==> config.mk <==
export PLATFORM = sky130hd
export DESIGN_NAME = vga_fill_ctrl
export DESIGN_NICKNAME = d
export VERILOG_FILES = /design/src/rtl/vga_fill_ctrl.sv
export SDC_FILE = /design/constraint.sdc
export NUM_CORES = 1
export LEC_CHECK = 0
export BUFFER_PORTS_ARGS = -buffer_cell sky130_fd_sc_hd__buf_2
export CAP_MARGIN = 20
export CORE_UTILIZATION = 50
export DETAILED_ROUTE_END_ITERATION = 6
export GPL_ROUTABILITY_DRIVEN = 0
export MAX_ROUTING_LAYER = met4
export PLACE_DENSITY_LB_ADDON = 0.15
export SYNTH_ARGS = -nofsm -noshare
export SYNTH_HDL_FRONTEND = slang
export SYNTH_SLANG_ARGS = --single-unit
==> constraint.sdc <==
create_clock -name pxclk -period 8.51 [get_ports pxclk]
set_clock_uncertainty 0.15 [all_clocks]
set_input_delay 0.4255 -clock pxclk [delete_from_list [all_inputs] [get_ports pxclk]]
set_output_delay 0.4255 -clock pxclk [all_outputs]
set_load 0.01 [all_outputs]
==> src/rtl/vga_fill_ctrl.sv <==
// Rectangle fill engine for a linear frame buffer.
// Accepts one fill command at a time, clips it to the frame, optionally waits
// for vertical blanking, then streams one write per pixel in row-major order.
module vga_fill_ctrl #(
  parameter int unsigned PIXEL_WIDTH  = 640,
  parameter int unsigned PIXEL_HEIGHT = 480,
  parameter int unsigned PIXEL_DEPTH  = 8,
  localparam int unsigned XW = $clog2(PIXEL_WIDTH),
  localparam int unsigned YW = $clog2(PIXEL_HEIGHT),
  localparam int unsigned AW = $clog2(PIXEL_WIDTH * PIXEL_HEIGHT)
) (
  input  logic                   pxclk,
  input  logic                   rst,
  input  logic                   cmd_valid,
  output logic                   cmd_ready,
  input  logic [XW-1:0]          cmd_x,
  input  logic [YW-1:0]          cmd_y,
  input  logic [XW:0]            cmd_w,
  input  logic [YW:0]            cmd_h,
  input  logic [PIXEL_DEPTH-1:0] cmd_color,
  input  logic                   cmd_sync,
  input  logic                   vblank,
  input  logic                   abort,
  output logic                   wr_valid,
  input  logic                   wr_ready,
  output logic [AW-1:0]          wr_addr,
  output logic [PIXEL_DEPTH-1:0] wr_data,
  output logic                   busy,
  output logic                   done,
  output logic                   err
);

  localparam logic [XW:0]   WIDTH_X  = (XW+1)'(PIXEL_WIDTH);
  localparam logic [YW:0]   HEIGHT_Y = (YW+1)'(PIXEL_HEIGHT);
  localparam logic [AW-1:0] WIDTH_A  = AW'(PIXEL_WIDTH);
  localparam logic [XW:0]   ONE_X    = (XW+1)'(1);
  localparam logic [YW:0]   ONE_Y    = (YW+1)'(1);

  typedef enum logic [1:0] {StIdle, StWaitVb, StFill, StFin} state_e;

  state_e                 r_state, w_state_next;
  logic [AW-1:0]          r_row_base, w_row_base_next;
  logic [XW:0]            r_col, w_col_next;
  logic [XW:0]            r_ew, w_ew_next;
  logic [YW:0]            r_row, w_row_next;
  logic [YW:0]            r_eh, w_eh_next;
  logic [PIXEL_DEPTH-1:0] r_color, w_color_next;
  logic                   r_err, w_err_next;

  logic [XW:0]   w_x_ext, w_room_x, w_clip_w;
  logic [YW:0]   w_y_ext, w_room_y, w_clip_h;
  logic          w_x_bad, w_y_bad, w_cmd_bad;
  logic [AW-1:0] w_origin;
  logic          w_col_last, w_row_last;

  // Command decode: origin check, clipping and origin address, all in the accept cycle
  always_comb begin
    w_x_ext   = {1'b0, cmd_x};
    w_y_ext   = {1'b0, cmd_y};
    w_x_bad   = (w_x_ext >= WIDTH_X);
    w_y_bad   = (w_y_ext >= HEIGHT_Y);
    w_cmd_bad = w_x_bad | w_y_bad | (cmd_w == '0) | (cmd_h == '0);
    w_room_x  = WIDTH_X - w_x_ext;
    w_room_y  = HEIGHT_Y - w_y_ext;
    w_clip_w  = (cmd_w < w_room_x) ? cmd_w : w_room_x;
    w_clip_h  = (cmd_h < w_room_y) ? cmd_h : w_room_y;
    w_origin  = AW'(cmd_y) * WIDTH_A + AW'(cmd_x);
    w_col_last = (r_col == (r_ew - ONE_X));
    w_row_last = (r_row == (r_eh - ONE_Y));
  end

  // State and datapath registers
  always_ff @(posedge pxclk) begin
    if (rst) begin
      r_state    <= StIdle;
      r_row_base <= '0;
      r_col      <= '0;
      r_ew       <= '0;
      r_row      <= '0;
      r_eh       <= '0;
      r_color    <= '0;
      r_err      <= 1'b0;
    end else begin
      r_state    <= w_state_next;
      r_row_base <= w_row_base_next;
      r_col      <= w_col_next;
      r_ew       <= w_ew_next;
      r_row      <= w_row_next;
      r_eh       <= w_eh_next;
      r_color    <= w_color_next;
      r_err      <= w_err_next;
    end
  end

  // Next-state, datapath updates and status outputs
  always_comb begin
    w_state_next    = r_state;
    w_row_base_next = r_row_base;
    w_col_next      = r_col;
    w_ew_next       = r_ew;
    w_row_next      = r_row;
    w_eh_next       = r_eh;
    w_color_next    = r_color;
    w_err_next      = r_err;
    cmd_ready       = 1'b0;
    busy            = 1'b0;
    wr_valid        = 1'b0;
    done            = 1'b0;
    err             = 1'b0;
    wr_addr         = r_row_base + AW'(r_col);
    wr_data         = r_color;

    unique case (r_state)
      StIdle: begin
        cmd_ready = 1'b1;
        if (cmd_valid) begin
          if (w_cmd_bad) begin
            // Only an off-frame origin is an error; empty rectangles just complete
            w_err_next   = w_x_bad | w_y_bad;
            w_state_next = StFin;
          end else begin
            w_err_next      = 1'b0;
            w_ew_next       = w_clip_w;
            w_eh_next       = w_clip_h;
            w_color_next    = cmd_color;
            w_row_base_next = w_origin;
            w_col_next      = '0;
            w_row_next      = '0;
            w_state_next    = cmd_sync ? StWaitVb : StFill;
          end
        end
      end
      StWaitVb: begin
        busy = 1'b1;
        if (abort) begin
          w_state_next = StIdle;
        end else if (vblank) begin
          w_state_next = StFill;
        end
      end
      StFill: begin
        busy     = 1'b1;
        wr_valid = 1'b1;
        if (wr_ready) begin
          if (w_col_last) begin
            w_col_next = '0;
            if (w_row_last) begin
              w_state_next = StFin;
            end else begin
              // Advance only when another row follows so the base never passes the frame end
              w_row_base_next = r_row_base + WIDTH_A;
              w_row_next      = r_row + ONE_Y;
            end
          end else begin
            w_col_next = r_col + ONE_X;
          end
        end
        // Abort overrides completion; a same-cycle write still counts as issued
        if (abort) begin
          w_state_next = StIdle;
        end
      end
      StFin: begin
        busy         = 1'b1;
        done         = 1'b1;
        err          = r_err;
        w_state_next = StIdle;
      end
      default: begin
        w_state_next = StIdle;
      end
    endcase

    // Reset forces all status and handshake outputs low immediately
    if (rst) begin
      cmd_ready = 1'b0;
      busy      = 1'b0;
      wr_valid  = 1'b0;
      done      = 1'b0;
      err       = 1'b0;
    end
  end

endmodule

==> results of run 1 <==
-- flip-flops by register name, summed over array words and instances, names as in the netlist --
register / cells
r_row_base: 19
wr_data: 8
r_state: 2
r_col: 11
r_ew: 11
r_err: 1
r_eh: 10
r_row: 10
-- per-layer routing --
layer  wire length, µm  global-route usage, %  vias up
li1                  -                      -     3025
met4               342                   9.33        0
met2              8450                   49.9      183
met3               789                   4.97       24
met1              7380                   35.0     2912
met5                 0                      -        -
-- report_power, final --
group	leakage, µW	total (µW)	switching (µW)	internal (µW)
combinational	0.00218	394	235	158
clock	0.000162	436	150	285
sequential	0.000587	407	41.4	366
total	0.00293	1240	427	810
-- through the flow --
step / util, % / power [µW] / area [µm²] / hold slack, ns / std cells
after floorplan: - / 690 / 6050 / 0.282 / 789
after global placement: 56.5 / 784 / 6560 / 0.288 / 990
after detailed placement: 56.5 / 800 / 6560 / 0.294 / 990
after CTS: 59.4 / 1240 / 6900 / 0.161 / 1006
after global routing: 59.4 / 1310 / 6900 / 0.179 / 1006
final: 59.4 / 1240 / 6900 / 0.163 / 1006
-- path summary, 6_finish.rpt --
check	end
setup reg to reg	r_row[4]
hold reg to reg	wr_data[1]
setup / recovery	r_row[4]
hold / removal	wr_data[3]
-- logic make-up after synthesis --
family | after synthesis
muxes | 7
DFF | 72
xor gates and xnor gates | 74
buffers and inverters | 63
adders and majority gates | 57
and+or+nand+nor | 318
AOI/OAI and AO/OA | 198
-- cells in the mapped netlist, drive strengths merged, types with 3 or more instances --
library cell	instances	area [µm²]
a21o	10	75.1
nor4	17	106
nor3b	3	22.5
or3	13	81.3
buf	6	40.0
or2	4	25.0
o2111ai	3	26.3
o32ai	3	26.3
mux2i	7	70.1
nand2	84	315
nor2	50	190
nand2b	7	43.8
a31oi	7	43.8
dfxtp	72	1440
clkbuf	26	97.6
or4	8	60.1
o21a	8	60.1
a21oi	66	330
o41ai	3	52.6
a211oi	10	75.1
o21ai	49	245
o311ai	3	43.8
ha	54	676
xnor2	41	359
and3	23	144
nor2b	8	50.1
and4	6	52.6
fa	3	60.1
o31ai	5	37.5
nor3	38	190
nand3	35	175
o211ai	10	75.1
xor2	33	289
nand3b	4	30.0
nand4	8	56.3
inv	31	116
and2	5	31.3
-- tightest hold or removal path, delay by kind of cell --
kind                   cells  cell delay, ns
buffers and inverters      1            0.09
AOI/OAI and AO/OA          1            0.05
and+or+nand+nor            1            0.04
-- cell type report --
type                       count  area, µm²  area share, %
sequential                    72       1440           20.9
clock inverter                 6        108           1.56
inverter                      31        116           1.69
multi-input combinational    654       4360           63.3
tap                          143        179           2.59
clock buffer                  10        229           3.32
timing repair buffer          90        460           6.68
==> results.json, run 1 <==
{
  "outcome": "complete, but fails checks",
  "violations": "DRC",
  "place_ws_ns": 4.66,
  "die_area_um2": 12500,
  "synth_edf_count": 0,
  "r2r_cells": 10,
  "path_clk_slew_ns": 0.06,
  "fin_setup_tns_ns": 0,
  "grt_pass1_wl_mm": 28.8,
  "grt-ovfl-total": 0,
  "min_period_ns": 3.91,
  "antenna_found_initial": 0,
  "crit_type": "register to register",
  "clock_path_buffers": 2,
  "synth_fa_ha_area_share_pct": 12.2,
  "port_buffers": 86,
  "ys_warn_count": 0,
  "start_kind": "register",
  "relSlewSlack_pct": 34.4,
  "syn_nets": 901,
  "hp-start": "cmd_color[3]",
  "worstMarginPinSlew_ns": 0.982,
  "wl_mm": 17.0,
  "slew_violations": 0,
  "hold_class": "input pin to register",
  "cts_num_sinks": 72,
  "grt_max_degree": 54,
  "first_global_vias": 5901,
  "power.density_nw_per_um2": 179,
  "hold_viol": 0,
  "postSynthCellCount": 789,
  "synth_area_per_cell_um2": 7.67,
  "setup_violations": 0,
  "numCtsBuffers": 9,
  "antenna_cells": 0,
  "syn2layout_area_growth_pct": 13.9,
  "async_reset_ff_share_pct": 0,
  "die_w_um": 112,
  "irDropWorstVdd_mv": 0.0888,
  "crit_family": "simple AND/OR/NAND/NOR gates",
  "place_hpwl_mm": 12.8,
  "die_h_um": 112,
  "num_vias": 6144,
  "reg2reg_slack_ns": 4.60,
  "cts_hold_buf": 0,
  "synth-xor-area-share_pct": 10.7,
  "design.core.area_um2": 11600,
  "rsz0062_at_grt": "false",
  "track_usage_pct": 29.2,
  "whs_path_depth": 3,
  "cpPeakStageDelay_ns": 0.59,
  "drt-initial-drc-count": 394,
  "cp_num_buf_inv": 1,
  "drv_cap": 0,
  "fin_ws_ns": 4.60,
  "synth_ff_type": "dfxtp_1",
  "maxClockFrequency_mhz": 256,
  "num_rows": 39,
  "cts_tree": "yes",
  "nFillCells": 1101,
  "ys_types": 66,
  "mostFrequentLayoutCells": "buf_2 (86), nand2_1 (84), dfxtp_1 (72), a21oi_1 (66), ha_1 (54)",
  "worstPathCellList": "inv_1 -> ha_1 -> or4b_4 -> or4_1 -> o311ai_1 -> nor2_2 -> o41ai_4 -> nand4_2 -> or3_1 -> a21oi_1",
  "h-tree-depth": 3,
  "ant_nets": 0,
  "synth-simple-area-share_pct": 26.8,
  "layout.nets": 970,
  "crit_slowest_cell": "nand4_2",
  "clock_latency_ns": 0.34,
  "ys_seq_elements": 72,
  "layout-drive-gt1-share_pct": 14.0,
  "cp.arrival_ns": 4.02,
  "synth_top_family_by_area": "simple AND/OR/NAND/NOR gates",
  "synth_compound_area_share_pct": 21.1,
  "critical_path.max_fanout": 25,
  "layout_commonest_cell": "buf_2",
  "p_leak_uw": 0.00293,
  "netlist_area_um2": 6050,
  "cp.required_ns": 8.62,
  "period_share_pct": 45.9,
  "first_pass_iters": 6,
  "start_util_pct": 52.1,
  "synth-seq-area-share_pct": 23.8,
  "wl_per_cell_um": 16.9,
  "reg2reg_from": "r_ew[0]",
  "drcViolationCount": 3,
  "critical_path.startpoint": "r_ew[0]",
  "cts_setup_buffers": 0,
  "crit_cells": 10,
  "num_io_pins": 87,
  "muxShareOfSynthArea_pct": 1.16,
  "clockRootBuffer": "clkbuf_16",
  "end_kind": "register",
  "vias_per_cell": 6.11,
  "cts_resized": 0
}
Power figures use the tool's default switching activity.
==> inputs of run 2 (changes only) <==
- clock period: 8.51 -> 3.18 ns (I/O delays scaled with it)
==> run 2 against run 1 <==
Against the previous run:
- the flow still finishes with violations (DRC)
- highest routed layer unchanged
- critical path type unchanged
- combinational power increased to 3.2 times the previous value
- sequential share of layout area fell by 1.5 points
- clock power grew 120%
- via count increased by 4.5%
- fmax increased by 25%
- largest cell class unchanged
==> results.json, run 2 (synthesized netlist as in run 1, its figures left out) <==
{
  "syn2layout_area_growth_pct": 23.6,
  "cts_num_sinks": 72,
  "vias_per_cell": 6.06,
  "drcViolationCount": 3,
  "place_ws_ns": -0.0530,
  "grt_max_degree": 54,
  "clock_path_buffers": 2,
  "hold_class": "input pin to register",
  "post-route-util_pct": 64.4,
  "ant_nets": 0,
  "reg2reg_slack_ns": 0.06,
  "h-tree-depth": 3,
  "num_io_pins": 87,
  "seq_power_share_pct": 32.7,
  "cts_tree": "yes",
  "top_regs": "r_row_base (19), r_col (11), r_ew (11)",
  "power.density_nw_per_um2": 440,
  "design.core.area_um2": 11600,
  "drt-initial-drc-count": 458,
  "layout.nets": 1024,
  "crit_type": "register to register",
  "outcome": "complete, but fails checks",
  "first_global_vias": 5978,
  "grt_pass1_wl_mm": 28.5,
  "period_share_pct": 98.0,
  "irDropWorstVdd_mv": 0.260,
  "layout_commonest_cell": "buf_2",
  "track_usage_pct": 29.1,
  "first_pass_iters": 7,
  "p_sw_share_pct": 36.7,
  "violations": "DRC",
  "cp.required_ns": 3.31,
  "start_kind": "register",
  "place_hpwl_mm": 13.3,
  "largest_register_ff_count": 19,
  "hold_viol": 0,
  "clkPwrFrac_pct": 28.6,
  "numCtsBuffers": 9,
  "drv_cap": 0,
  "whs_ns": 0.00447,
  "rsz0062_at_grt": "true",
  "p_sw_uw": 1210,
  "maxClockFrequency_mhz": 321,
  "fin_ws_ns": 0.0645,
  "start_util_pct": 52.1,
  "layout-drive-gt1-share_pct": 21.0,
  "port_buffers": 86,
  "path_clk_slew_ns": 0.06,
  "fin_setup_tns_ns": 0,
  "mostFrequentLayoutCells": "buf_2 (87), nand2_1 (84), dfxtp_1 (66), a21oi_1 (62), ha_1 (52)",
  "wl_mm": 18.0,
  "largest-register": "r_row_base",
  "die_area_um2": 12500,
  "critical_path.max_fanout": 8,
  "wl_per_cell_um": 17.0,
  "die_h_um": 112,
  "slew_violations": 0,
  "num_vias": 6421,
  "setup_violations": 0,
  "end_kind": "register",
  "min_period_ns": 3.12,
  "cp.arrival_ns": 3.25,
  "clock_latency_ns": 0.34,
  "antenna_cells": 0,
  "relSlewSlack_pct": 63.7,
  "antenna_found_initial": 0,
  "total_power_uw": 3290,
  "p_leak_uw": 0.00318,
  "combPwrFrac_pct": 38.7,
  "p_int_uw": 2090,
  "num_rows": 39,
  "die_w_um": 112,
  "clockRootBuffer": "clkbuf_16",
  "grt-ovfl-total": 0,
  "worstMarginPinSlew_ns": 0.541
}
-- run 2: cell count changes in the layout (fill, tap and decap cells not counted), sizes merged --
cell         change
clkinv           +2
clkinvlp         +1
dlygate4sd3     +17
clkbuf           +1
buf             +36
bufinv           -3
-- run 2: final cells by class --
| cell class | count | area, µm² |
|---|---|---|
| clock buffers | 10 | 239 |
| flip-flops and latches | 72 | 1450 |
| inverters | 31 | 116 |
| well taps | 143 | 179 |
| multi-input cells | 654 | 4520 |
| clock inverters | 6 | 35.0 |
| repair buffers | 144 | 940 |
| fillers | 1032 | 4130 |
-- run 2: path summary, 6_finish.rpt --
kind,startpoint,to,cells after the start
max,r_ew[1],r_row_base[11],12
min,cmd_w[5],r_ew[5],3
max reg2reg,r_ew[1],r_row_base[11],12
min reg2reg,wr_data[4],wr_data[4],2
-- run 2: timing repair --
action | 4_1_cts | 5_1_grt
hold buffers | 17 | 0
gates cloned | 1 | 1
setup endpoints to repair | 20 | 39
buffers inserted | 2 | 4
hold endpoints to repair | 17 | 0
pin swaps | 4 | 22
resized for setup | 6 | 42
-- run 2: critical path, stage by stage, from the launching register on --
cell      delay [ns]
dfxtp_2         0.32
inv_2           0.06
ha_4            0.13
or4b_4          0.47
or2_4           0.29
o311ai_4        0.27
nor2_4          0.08
o41ai_4         0.42
nand4_2         0.19
buf_6           0.19
buf_12          0.14
a21oi_1         0.14
o221a_2         0.21
-- run 2: power groups by stage --
stage | clock [µW] | combinational [µW] | sequential (µW)
final | 942 | 1280 | 1080
after CTS | 955 | 1180 | 1070
after floorplan | 0 | 783 | 1060
after global routing | 990 | 1390 | 1090
after detailed placement | 0 | 1140 | 1090
after global placement | 0 | 1110 | 1080
-- run 2: layer usage --
metal  part of all wire, %  up-vias  GRT usage [%]
li1                      -     3149              -
met1                    43     3040           34.4
met2                    51      192           50.8
met3                   4.0       40           3.46
met4                   2.7        0           10.8
met5                     0        -              -
-- run 2: stage by stage --
stage | cells | area (µm²)
2_1_floorplan | 789 | 6050
3_3_place_gp | 1019 | 6790
3_5_place_dp | 1019 | 6790
4_1_cts | 1055 | 7270
5_1_grt | 1060 | 7480
6_report | 1060 | 7480
